==> src/rtl/button_pkg.sv <==
// Shared types for the push-button pulse generator.
// Holds the debounce FSM state encoding and a small sizing helper.
package button_pkg;

    typedef enum logic [1:0] {
        IDLE         = 2'd0,
        PRESS_WAIT   = 2'd1,
        HELD         = 2'd2,
        RELEASE_WAIT = 2'd3
    } btn_state_e;

    function automatic int max_int(input int a, input int b);
        return (a > b) ? a : b;
    endfunction

endpackage

==> src/rtl/sync_2ff.sv <==
// Two-flop synchroniser for a single asynchronous level.
// Async active-low reset clears both stages to 0.
module sync_2ff (
    input  logic clk,
    input  logic rst,
    input  logic d,
    output logic q
);

    logic r_meta;
    logic r_sync;

    always_ff @(posedge clk or negedge rst) begin
        if (!rst) begin
            r_meta <= 1'b0;
            r_sync <= 1'b0;
        end else begin
            r_meta <= d;
            r_sync <= r_meta;
        end
    end

    assign q = r_sync;

endmodule

==> src/rtl/button_pulse_gen.sv <==
// Debounced push-button to single-cycle enable pulse for the up counter.
// Define BUTTON_REPEAT_EN to emit auto-repeat pulses while the button is held.
module button_pulse_gen
    import button_pkg::*;
#(
    parameter int DEBOUNCE_CYCLES = 1000,
    parameter int REPEAT_CYCLES   = 50000,
    parameter int CNT_W           =
        $clog2(max_int(DEBOUNCE_CYCLES, REPEAT_CYCLES) + 1)
) (
    input  logic clk,
    input  logic rst,
    input  logic btn_in,
    output logic en,
    output logic btn_state
);

    localparam logic [CNT_W-1:0] DEB_LAST = CNT_W'(DEBOUNCE_CYCLES - 1);
`ifdef BUTTON_REPEAT_EN
    localparam logic [CNT_W-1:0] REP_LAST = CNT_W'(REPEAT_CYCLES - 1);
`endif

    logic             w_s;
    btn_state_e       w_next;
    logic [CNT_W-1:0] w_timer_nxt;
    logic             w_pulse;

    btn_state_e       r_state;
    logic [CNT_W-1:0] r_timer;
    logic             r_en;
    logic             r_btn_state;

    sync_2ff u_sync (
        .clk (clk),
        .rst (rst),
        .d   (btn_in),
        .q   (w_s)
    );

    // Timer is cleared on every state entry, so it only ever counts within one state.
    always_comb begin
        w_next      = r_state;
        w_timer_nxt = r_timer;
        w_pulse     = 1'b0;
        unique case (r_state)
            IDLE: begin
                if (w_s) begin
                    w_next      = PRESS_WAIT;
                    w_timer_nxt = '0;
                end
            end
            PRESS_WAIT: begin
                if (!w_s) begin
                    w_next      = IDLE;
                    w_timer_nxt = '0;
                end else if (r_timer == DEB_LAST) begin
                    w_next      = HELD;
                    w_timer_nxt = '0;
                    w_pulse     = 1'b1;
                end else begin
                    w_timer_nxt = r_timer + 1'b1;
                end
            end
            HELD: begin
                if (!w_s) begin
                    w_next      = RELEASE_WAIT;
                    w_timer_nxt = '0;
                end
`ifdef BUTTON_REPEAT_EN
                else if (r_timer == REP_LAST) begin
                    w_pulse     = 1'b1;
                    w_timer_nxt = '0;
                end else begin
                    w_timer_nxt = r_timer + 1'b1;
                end
`endif
            end
            RELEASE_WAIT: begin
                if (w_s) begin
                    w_next      = HELD;
                    w_timer_nxt = '0;
                end else if (r_timer == DEB_LAST) begin
                    w_next      = IDLE;
                    w_timer_nxt = '0;
                end else begin
                    w_timer_nxt = r_timer + 1'b1;
                end
            end
            default: begin
                w_next      = IDLE;
                w_timer_nxt = '0;
            end
        endcase
    end

    always_ff @(posedge clk or negedge rst) begin
        if (!rst) begin
            r_state     <= IDLE;
            r_timer     <= '0;
            r_en        <= 1'b0;
            r_btn_state <= 1'b0;
        end else begin
            r_state     <= w_next;
            r_timer     <= w_timer_nxt;
            r_en        <= w_pulse;
            r_btn_state <= (w_next == HELD) || (w_next == RELEASE_WAIT);
        end
    end

    assign en        = r_en;
    assign btn_state = r_btn_state;

endmodule

==> config.mk <==
export PLATFORM = sky130hd
export DESIGN_NAME = button_pulse_gen
export DESIGN_NICKNAME = d
export VERILOG_FILES = /design/src/rtl/button_pkg.sv /design/src/rtl/sync_2ff.sv /design/src/rtl/button_pulse_gen.sv
export SDC_FILE = /design/constraint.sdc
export NUM_CORES = 1
export LEC_CHECK = 0
export CORE_AREA = 2 2 69 71
export DETAILED_ROUTE_END_ITERATION = 8
export DIE_AREA = 0 0 71 73
export PLACE_DENSITY = 0.45
export SLEW_MARGIN = 0
export SYNTH_ARGS = -nofsm -noshare
export SYNTH_HDL_FRONTEND = slang
export SYNTH_SLANG_ARGS = --single-unit
==> constraint.sdc <==
create_clock -name clk -period 2.2 [get_ports clk]
set_input_delay 0.33 -clock clk [delete_from_list [all_inputs] [get_ports clk]]
set_output_delay 0.33 -clock clk [all_outputs]
set_load 0.02 [all_outputs]
# Yosys cells after proc, flatten, opt, wreduce, memory -nomap -nowiden
# Index checks and enable logic that the tools add are counted.
[totals]
register_bits = 22
input_bits = 3
[classes]
n_addsub = 1
n_eq_ne = 8
mux = 16
reduce_logical = 3
[op_table]
columns = ["op", "count"]
rows = [
  ["2-to-1 mux 16 bit", 5],
  ["one-hot mux 16 bit (4 select lines)", 1],
  ["adder 16 x 1 -> 16 bit, second input constant", 1],
  ["== test 16 x 10 -> 1 bit, second input constant", 1],
  ["2-to-1 mux 2 bit", 6],
  ["== test 2 bit, second input constant", 4],
  ["one-hot mux 2 bit (4 select lines)", 1],
  ["2-to-1 mux 1 bit", 3],
  ["== test 2 x 1 -> 1 bit, second input constant", 1],
  ["zero test 2 bit", 1],
  ["inequality test 2 x 1 -> 1 bit, second input constant", 1],
  ["inequality test 2 bit, second input constant", 1],
  ["AND reduction 2 bit", 1],
  ["logical OR 1 bit", 1],
]

# Longest topological paths before layout
[logic_depth]
word_depth = 6
ltp_mapped = 7
depth_no_buf = 6

# Modules after synthesis
# Synthesis repeated with hierarchy kept, for this count alone.
[unflattened]
hier_cells = 115
hier_area_um2 = 1117.3
[modules_own_cells]
columns = ["mod", "n_inst", "cells_each", "area_per_inst_um2", "seq_area_each_um2"]
rows = [
  ["button_pulse_gen", 1, 113, 1067.3, 500.5],
  ["sync_2ff", 1, 2, 50.0, 50.0],
]

# Worst setup path after synthesis
# OpenSTA, ideal clock, no wires.
[synth_timing]
path_kind = "register to register"
from = "register r_timer[12]"
to = "register r_timer[0]"
setup_ns = 0.125
t_arrival_ns = 1.612
t_required_ns = 2.075
setup_slack_ns = 0.463
path_stages_with_launch = 6
path_cell_list = "dfrtp_1 -> or4_4 -> nor4_4 -> nor2_2 -> buf_6 -> mux2_2"
[synth_via]
elab_chain_cells = 4
word_cells_on_any_way = 5
classes_between = "eq/ne: 1; mux: 4"
[synth_rtl]
columns = ["item", "line", "text"]
rows = [
  ["start: declaration", "button_pulse_gen.sv:29", "logic [CNT_W-1:0] r_timer;"],
  ["start signal: assignment", "button_pulse_gen.sv:104", "r_timer <= w_timer_nxt;"],
  ["== test 16 x 10 -> 1 bit *", "button_pulse_gen.sv:56, button_pulse_gen.sv:82", ""],
  ["2-to-1 mux 16 bit *", "button_pulse_gen.sv:56, button_pulse_gen.sv:82", ""],
  ["2-to-1 mux 16 bit (on tied branches)", "button_pulse_gen.sv:79, button_pulse_gen.sv:53", ""],
  ["one-hot mux 16 bit (4 select lines) *", "button_pulse_gen.sv:45", "unique case (r_state)"],
]
# Every way passes the cells marked *; elsewhere a longest branch is shown, timed or not.
# A chain may end at the register's enable or synchronous reset.

# Worst setup path after layout
[layout_timing]
from = "register r_timer[12]"
to = "register r_timer[3]"
# Same word-level chain as after synthesis.

==> out/results.tsv <==
stage	metric	value	unit
synth	sequential fraction of the synthesis area	50.6	%
worst_hold_path	Hold Crit Class	flop to flop	
synth	Synth Net Count	110	
sta	max-slew violation count	0	
pwr	PD cells	596	nW/um^2
detailed_routing	DRC	0	
synth	main combinational cell family by area after synthesis	simple AND/OR/NAND/NOR gates	
detailed_routing	Avg WL per Cell	13.2	um
setup_path	CP Buf/Inv Count	1	
global_routing	number of global-route vias before repair	824	
synth	post-synthesis mux area share	5.87	%
clock_network	postcts setup bufs	0	
clock_network	clock transition at the registers of the reported paths	0.08	ns
detailed_routing	drt pass-1 iters	4	
global_routing	initial antenna violation count	0	
sta	Worst Clk Skew	0.00196	ns
setup_path	R2R setup slack	0.19	ns
sta	worst hold margin	0.354	ns
synth	Gate Count Post-Synth	106	
global_routing	first-pass GRT wire length	3980	um
floorplanning	initial core utilization	24.0	%
detailed_routing	routed wire length	2260	um
clock_network	CTS tree	built	
clock_network	Root Buffer	clkbuf_8	
placement	RD Place Congestion	0.749	
floorplanning	die width	71	um
synth	Synth Area in Simple Gates	22.2	%
sta	setup TNS	0	ns
synth	post-synthesis xor/xnor area fraction	2.42	%
pwr	Static Leak	0.553	nW
placement	hpwl dp	1560	um
floorplanning	FP Rows	25	
worst_hold_path	Hold Crit Depth	0	
sta	fin crit share	91.2	%
placement	Placement Cell Area	1220	um^2
sta	RSZ-0062 raised after global routing	false	
setup_path	Reg2Reg Capture Point	r_timer[3]	
setup_path	Critical Path AT	2.17	ns
global_routing	largest net degree at the start of global routing	23	
synth	EDFF count, synth	0	
floorplanning	num ports	5	
global_routing	Global Route Usage Sum	9.83	%
sta	min cycle time layout	2.01	ns
sta	endpoints failing setup	0	
pwr	Design Power	0.000766	W
worst_hold_path	Worst Hold End	u_sync.q	
cells_and_area	final instance area	1280	um^2
setup_path	reg-to-reg critical path startpoint	r_timer[12]	
cells_and_area	Syn-to-layout area delta	18.1	%
detailed_routing	post-route ant nets	0	
clock_network	CTS Buf Count	3	
cells_and_area	post-layout util	28.3	%
setup_path	endpoint type of the worst setup path	flop	
detailed_routing	initial drt markers	46	
sta	Slew @ Worst Pin	0.458	ns
setup_path	CP max-delay cell	or4_4	
synth	flops & latches, synth	22	
placement	Port Buffers	4	
synth	Synth area leader	dfrtp_1	
synth	top cells by instance count after synthesis	dfrtp_1, nand2_1, nand3_1, nor2_1, o21ai_0	
sta	Peak Freq	498	MHz
setup_path	crit path cell chain	or4_4 -> nor4_4 -> nor2_4 -> buf_4 -> a21o_1 -> a22o_1	
floorplanning	die height	73	um
detailed_routing	Vias/cell	5.03	
sta	Rel. slew slack	69.4	%
synth	ys async rst share	100	%
setup_path	crit-path leading delay family	simple AND/OR/NAND/NOR gates	
synth	Syn Area/Cell	10.3	um^2
synth	synth warn	0	
detailed_routing	via count	860	
outcome	outcome	completed	
setup_path	CP Class	flop to flop	
cells_and_area	antenna cells	0	
synth	Post-Syn Area	1090	um^2
worst_hold_path	hold path start	u_sync.r_meta	
clock_network	CTS Buffer Depth	2	
synth	area share of the largest cell type after synthesis	50.6	%
pwr	VDD IR max	0.261	mV
synth	Netlist cell types	31	
setup_path	kind of start point of the critical path	flop	
cells_and_area	share of layout cells above drive strength 1	15.4	%
synth	most frequent cell after synthesis	dfrtp_1	
floorplanning	area of the core	4540	um^2
clock_network	H-tree levels	1	
clock_network	CTS sink count	22	
clock_network	Clk Latency, worst-skew pair	0.27	ns
sta	hold violation count in the final report	0	
synth	Compound-Gate Fraction of Synth Area	15.5	%
synth	commonest register cell after synthesis	dfrtp_1	
setup_path	worst-path fanout max	20	
setup_path	CP peak stage delay	0.55	ns
cells_and_area	Final nets	122	
synth	leading post-synthesis cells by cell area	dfrtp_1, nand3_1, a22o_1, nand2_1, mux2_2	
setup_path	required time of the critical path	2.36	ns
run	Max Cap Viol	0	
global_routing	total gr overflow	0	
setup_path	path depth of the worst reg2reg path	6	
synth	synthesized-area fraction occupied by adder cells	1.15	%
floorplanning	DIE AREA	5180	um^2
==> cell type report <==
class / count / area, um^2
multi-input cells: 80 / 518
clock buffers: 4 / 55.1
well taps: 54 / 67.6
repair buffers: 11 / 92.6
flip-flops and latches: 22 / 551
fillers: 476 / 3250
==> registers in the layout, summed over array words and instances, names as in the netlist <==
name	count
u_sync.r_meta	1
en	1
r_timer	16
btn_state	1
r_state	2
u_sync.q	1
==> metrics by stage <==
step | setup slack (ns) | cells
2_1_floorplan | 0.463 | 106
3_3_place_gp | 0.174 | 167
3_5_place_dp | 0.146 | 167
4_1_cts | 0.108 | 171
5_1_grt | 0.113 | 171
6_report | 0.193 | 171
==> per-layer routing <==
metal | wire, um | global-route usage [%] | vias up
li1 | - | - | 415
met1 | 1200 | 14.3 | 428
met3 | 74 | 1.93 | 5
met2 | 943 | 14.1 | 12
met5 | 0 | 0 | -
met4 | 38 | 4.40 | 0
==> worst max-delay path by stage <==
stage / startpoint / to / slack [ns] / depth (start not counted)
after CTS: r_timer[0] / r_timer[8] / 0.11 / 6
after global placement: r_timer[0] / r_timer[8] / 0.17 / 6
after global routing: r_timer[0] / r_timer[3] / 0.11 / 7
final: r_timer[12] / r_timer[3] / 0.19 / 6
after detailed placement: r_timer[0] / r_timer[8] / 0.15 / 6
after floorplan: r_timer[12] / r_timer[0] / 0.46 / 5
==> layout by cell type (no fill, tap or decap), types with 2 or more instances in the layout <==
cell             netlist  layout
nand2_1               11      11
o21ai_0                6       6
and3_1                 2       2
a21oi_1                5       5
mux2_2                 3       3
mux2i_1                3       3
buf_4                  0       7
a31oi_1                5       5
nand4_1                3       3
a22o_1                 5       5
dfrtp_1               22      22
nand3_1               11      11
clkdlybuf4s50_1        0       4
xor2_1                 2       2
nor2_1                 7       7
clkbuf_8               0       4
a21o_1                 3       3
==> power breakdown <==
group | switching (W) | internal (W)
clock | 0.000140 | 0.000160
sequential | 0.00000559 | 0.000410
combinational | 0.0000297 | 0.0000205
==> cells by family (layout without fill, tap and decap cells) <==
family | count (synthesis) | after routing
adder cells (fa/ha/maj) | 1 | 1
AO/OA/AOI/OAI | 26 | 26
buffers and inverters | 4 | 15
flip-flops | 22 | 22
XOR/XNOR | 3 | 3
multiplexers | 6 | 6
AND/OR/NAND/NOR | 44 | 44
==> repair_timing <==
item	4_1_cts	5_1_grt
resized for setup	0	1
hold buffers	0	0
setup endpoints to repair	0	1
Note: power is estimated with default switching activity, not from simulation.
